## src/rtl/mem_arbiter.sv

```systemverilog
// mem_arbiter: shares one pipelined main memory between the I-cache fill
// engine and the D-cache (block fills plus single-word write-through stores).
// A fill issues WORDS consecutive word addresses and counts returning valids,
// so the arbiter never depends on the memory's read latency.
module mem_arbiter #(
  parameter int ADDR_W = 16,
  parameter int DATA_W = 16,
  parameter int WORDS  = 8
) (
  input  logic              clk,
  input  logic              rst_n,
  input  logic              i_req,
  input  logic [ADDR_W-1:0] i_addr,
  input  logic              d_req,
  input  logic              d_wr,
  input  logic [ADDR_W-1:0] d_addr,
  input  logic [DATA_W-1:0] d_wdata,
  output logic              mem_en,
  output logic              mem_wr,
  output logic [ADDR_W-1:0] mem_addr,
  output logic [DATA_W-1:0] mem_wdata,
  input  logic [DATA_W-1:0] mem_data,
  input  logic              mem_data_valid,
  output logic [DATA_W-1:0] fill_data,
  output logic [2:0]        fill_word,
  output logic              i_fill_valid,
  output logic              d_fill_valid,
  output logic              i_done,
  output logic              d_done,
  output logic              busy
);

  localparam int CNT_W = $clog2(WORDS);
  localparam int ISS_W = CNT_W + 1;

  // Issue counter needs one extra bit to represent "all words issued".
  localparam logic [ISS_W-1:0]  ISS_ALL   = ISS_W'(WORDS);
  localparam logic [CNT_W-1:0]  RSP_LAST  = CNT_W'(WORDS - 1);
  // Clears the byte-in-block bits (2-byte words, WORDS per block).
  localparam logic [ADDR_W-1:0] BLK_MASK  = ~ADDR_W'(2 * WORDS - 1);

  typedef enum logic [1:0] {
    S_IDLE,
    S_I_FILL,
    S_D_FILL,
    S_D_WRITE
  } state_t;

  typedef enum logic {
    OWN_I = 1'b0,
    OWN_D = 1'b1
  } owner_t;

  state_t            state_q,      state_d;
  owner_t            last_owner_q, last_owner_d;
  logic [ISS_W-1:0]  issue_cnt_q,  issue_cnt_d;
  logic [CNT_W-1:0]  rsp_cnt_q,    rsp_cnt_d;
  logic [ADDR_W-1:0] base_q,       base_d;
  logic [ADDR_W-1:0] st_addr_q,    st_addr_d;
  logic [DATA_W-1:0] st_data_q,    st_data_d;

  logic              in_fill;
  logic              grant_d;

  // State and transaction context registers.
  // NOTE: sequential state uses non-blocking assignments so every flop samples
  // the pre-edge value of every other flop, independent of statement order.
  always_ff @(posedge clk or negedge rst_n) begin
    if (!rst_n) begin
      state_q      <= S_IDLE;
      last_owner_q <= OWN_I;
      issue_cnt_q  <= '0;
      rsp_cnt_q    <= '0;
      base_q       <= '0;
      st_addr_q    <= '0;
      st_data_q    <= '0;
    end else begin
      state_q      <= state_d;
      last_owner_q <= last_owner_d;
      issue_cnt_q  <= issue_cnt_d;
      rsp_cnt_q    <= rsp_cnt_d;
      base_q       <= base_d;
      st_addr_q    <= st_addr_d;
      st_data_q    <= st_data_d;
    end
  end

  // D wins a tie unless it owned the last transaction (round-robin on ties).
  assign grant_d = d_req && (!i_req || (last_owner_q == OWN_I));
  assign in_fill = (state_q == S_I_FILL) || (state_q == S_D_FILL);

  // Next-state, counters and all memory/fill outputs.
  always_comb begin
    // NOTE: every signal gets a default before the case so no path through
    // this block leaves one unassigned, which would otherwise infer a latch.
    state_d      = state_q;
    last_owner_d = last_owner_q;
    issue_cnt_d  = issue_cnt_q;
    rsp_cnt_d    = rsp_cnt_q;
    base_d       = base_q;
    st_addr_d    = st_addr_q;
    st_data_d    = st_data_q;
    mem_en       = 1'b0;
    mem_wr       = 1'b0;
    mem_addr     = '0;
    mem_wdata    = '0;
    fill_data    = '0;
    fill_word    = '0;
    i_fill_valid = 1'b0;
    d_fill_valid = 1'b0;
    i_done       = 1'b0;
    d_done       = 1'b0;

    case (state_q)
      S_IDLE: begin
        if (grant_d) begin
          base_d  = d_addr & BLK_MASK;
          state_d = d_wr ? S_D_WRITE : S_D_FILL;
          if (d_wr) begin
            st_addr_d = d_addr;
            st_data_d = d_wdata;
          end
        end else if (i_req) begin
          base_d  = i_addr & BLK_MASK;
          state_d = S_I_FILL;
        end
      end

      S_I_FILL, S_D_FILL: begin
        // Issue side: one read per cycle until the whole block is requested.
        if (issue_cnt_q != ISS_ALL) begin
          mem_en      = 1'b1;
          mem_addr    = base_q + ADDR_W'({issue_cnt_q[CNT_W-1:0], 1'b0});
          issue_cnt_d = issue_cnt_q + ISS_W'(1);
        end
        // Response side: forward each returning word straight to the owner.
        if (mem_data_valid) begin
          fill_data    = mem_data;
          fill_word    = 3'(rsp_cnt_q);
          i_fill_valid = (state_q == S_I_FILL);
          d_fill_valid = (state_q == S_D_FILL);
          rsp_cnt_d    = rsp_cnt_q + CNT_W'(1);
          if (rsp_cnt_q == RSP_LAST) begin
            i_done       = (state_q == S_I_FILL);
            d_done       = (state_q == S_D_FILL);
            state_d      = S_IDLE;
            issue_cnt_d  = '0;
            rsp_cnt_d    = '0;
            last_owner_d = (state_q == S_D_FILL) ? OWN_D : OWN_I;
          end
        end
      end

      S_D_WRITE: begin
        mem_en       = 1'b1;
        mem_wr       = 1'b1;
        mem_addr     = st_addr_q;
        mem_wdata    = st_data_q;
        d_done       = 1'b1;
        state_d      = S_IDLE;
        last_owner_d = OWN_D;
      end

      default: state_d = S_IDLE;
    endcase
  end

  assign busy = (state_q != S_IDLE);

  // in_fill is kept for readability of the state grouping above.
  logic unused_ok;
  assign unused_ok = in_fill;

endmodule

```

## config.mk

```make
export PLATFORM = sky130hd
export DESIGN_NAME = mem_arbiter
export DESIGN_NICKNAME = d
export VERILOG_FILES = /design/src/rtl/mem_arbiter.sv
export SDC_FILE = /design/constraint.sdc
export NUM_CORES = 1
export LEC_CHECK = 0
export ABC_AREA = 0
export CAP_MARGIN = 5
export CORE_MARGIN = 10
export CORE_UTILIZATION = 40
export CTS_CLUSTER_DIAMETER = 40
export CTS_CLUSTER_SIZE = 30
export DETAILED_ROUTE_END_ITERATION = 12
export PLACE_DENSITY = 0.77
export SLEW_MARGIN = 20
export SYNTH_ARGS = -nofsm -noshare
export SYNTH_HDL_FRONTEND = slang
export SYNTH_SLANG_ARGS = --single-unit
export TNS_END_PERCENT = 20
```

## constraint.sdc

```tcl
create_clock -name clk -period 3.4 [get_ports clk]
set_clock_uncertainty 0.15 [all_clocks]
set_input_delay 0.51 -clock clk [delete_from_list [all_inputs] [get_ports clk]]
set_output_delay 0.51 -clock clk [all_outputs]
set_load 0.01 [all_outputs]
```

==> qor.txt <==
dpl ws = 0.616 ns
clock transition at the registers of the reported paths = 0.09 ns
number of global-route vias before repair = 2,525
DP Wirelength = 6.40 mm
PortBufs = 123
timing startpoint of the critical path = state_q[0]
Routed WL = 8.38 mm
Hold Fails Final Rpt = 0
most common cell after layout, fill and taps aside = clkdlybuf4s50_1
first-pass GRT wire length = 13.2 mm
Yosys warning count = 0
status = finished clean
WP data required = 2.74 ns
Vias = 2,410
Peak VDD IR = 0.000363 V
Final min period = 3.08 ns
Peak Freq = 325 MHz
HP Class = in2async
Pleak = 1.92 nW
Reg2Reg Depth = 4
initial antenna violation count = 0
initial core utilization = 40.9%
Synth cell types = 35
WL per Instance = 17.3 microns
cell count after synthesis = 265
Clock Latency Late Sink = 0.30 ns
post-route ant nets = 0
post-cts resize count = 0
global route hottest layer = met2
initial drt markers = 84
max incr delay on CP = 0.55 ns
Clock Tree Buf Depth = 2
Post CTS Setup Buffer Count = 0
register-to-register setup slack = 1.29 ns
CP max-delay cell = clkdlybuf4s50_1
Core Box Area = 0.00721 sq mm
Residual DRC = 0
fin worst setup slack = 0.320 ns
slew margin rel. = 48.0%
Finished Core Util = 60.1%
Clock Sinks = 54
All-Layer GR Usage = 14.3%
RSZ-0062 raised after global routing = no
CTS Hold Buffers Added = 0
ys flop type = dfrtp_1
ANT cells = 0
CP arrival = 2.42 ns
met2 usage = 24.5%
Global Route met1 Usage = 18.0%
Tot Pwr = 3.24 mW
Mapped Area = 0.00295 sq mm
DR pass1 iterations = 4
Final #Nets = 464
worst reg2reg path startpoint = state_q[0]
RR Endpoint = st_addr_q[7]
share of post-route cells with drive strength above 1 = 13.2%
max_cap viols = 0
Startpoint Class = register
sequential fraction of the synthesis area = 45.8%
vias per std cell = 4.98
TNS Setup = 0 ns
syn_nets = 345
TritonCTS Buffers = 5
CTS root buf = clkbuf_8
Worst setup endpoint = mem_addr[10]
most frequent cells in the layout = clkdlybuf4s50_1, dfrtp_1, mux2_4, nand2_1, and3_1
H-tree depth = 2
Setup Viol. Count Final = 0
final-report max-slew violation count = 0
gr ovfl total = 0
worst slew pin tran = 0.781 ns
# IOs = 128
fin crit share = 90.6%
Post-synth EDFFs = 0
pin count of the biggest net entering global routing = 36
CTS tree = yes
critical path cell sequence = inv_1 > ha_1 > nor2b_1 > buf_4 > a22o_1 > clkdlybuf4s50_1
Synth Register Bits = 54
Die X-Extent = 106 microns
CP Class = reg2out
Async SR Flop Fraction = 100%
P per Cell Area = 749 mW/mm^2
synth-to-layout area growth = 46.9%
worst-path maximum fanout = 11
Avg Cell Area, Syn = 11.1 sq um
M3 GR Usage = 3.29%
Die Ht = 106 microns
routability congestion estimate = 0.702
die area = 0.0112 sq mm
Row Count = 31
Worst Setup End Kind = output port
worst min-delay path by stage:
stage	startpoint	to	slack [ns]	cells after the start
floorplan	rst_n	base_q[10]	0.06	0
global placement	st_data_q[4]	st_data_q[4]	0.33	1
detailed placement	st_data_q[3]	st_data_q[3]	0.33	1
CTS	rst_n	st_data_q[14]	0.10	1
global route	rst_n	st_data_q[13]	0.15	1
finish	rst_n	st_addr_q[4]	0.09	1
cell families (layout without fill, tap and decap cells):
group	after synthesis	after routing	synth area share (%)
fa+ha+maj	10	10	4.24
mux	34	34	16.8
flops	54	54	45.8
buf+inv	23	143	4.92
compound gates	44	44	10.9
simple gates	100	100	17.3
final cells by class:
class | instances | area (sq um)
repair buffers | 130 | 1280
flip-flops and latches | 54 | 1350
inverters | 5 | 18.8
multi-input cells | 188 | 1450
clock inverters | 1 | 30.0
well taps | 99 | 124
fillers | 651 | 2880
clock buffers | 7 | 76.3
synth_stat cells (2+ instances only):
cell type | count | area share (%)
mux2_4 | 30 | 15
nand3_1 | 4 | 0.68
nor2b_1 | 2 | 0.42
mux2_2 | 3 | 1.1
a22oi_1 | 2 | 0.51
buf_12 | 3 | 2.0
nand2b_1 | 2 | 0.42
dfrtp_1 | 54 | 46
a31oi_1 | 14 | 3.0
and2_1 | 19 | 4.0
nor3_1 | 2 | 0.34
buf_2 | 2 | 0.34
ha_1 | 10 | 4.2
inv_1 | 5 | 0.64
nand2_1 | 29 | 3.7
o21ai_0 | 6 | 1.0
clkbuf_1 | 12 | 1.5
a22o_1 | 13 | 3.9
and3_1 | 21 | 4.5
nor2_1 | 17 | 2.2
through the flow:
| stage | hold slack, ns | area, sq um | cells |
|---|---|---|---|
| finish | 0.0905 | 4330 | 484 |
| global route | 0.148 | 4330 | 484 |
| CTS | 0.105 | 4330 | 484 |
| detailed placement | 0.334 | 4230 | 476 |
| global placement | 0.333 | 4230 | 476 |
| floorplan | 0.0644 | 2950 | 265 |
flip-flops by register name, summed over array words and instances (netlist names):
register      count
last_owner_q      1
st_data_q        16
st_addr_q        16
issue_cnt_q       4
rsp_cnt_q         3
state_q           2
base_q           12
per-layer routing:
layer,vias up,routed length (microns)
met3,6,404
met1,1168,3690
met2,70,4230
li1,1166,-
met4,0,48
met5,-,0
power breakdown:
part | switching (mW) | leakage [nW] | total, mW | internal [mW]
Sequential | 0.194 | 0.634 | 1.16 | 0.962
Combinational | 0.711 | 1.23 | 1.66 | 0.953
Clock | 0.202 | 0.0524 | 0.423 | 0.221
worst max-delay path, delay by kind of cell (launching register included):
kind | cells | cell delay (ns)
simple gates | 1 | 0.35
compound gates | 1 | 0.16
buf+inv | 3 | 0.92
fa+ha+maj | 1 | 0.30
flops | 1 | 0.38
Power figures use the tool's default switching activity.
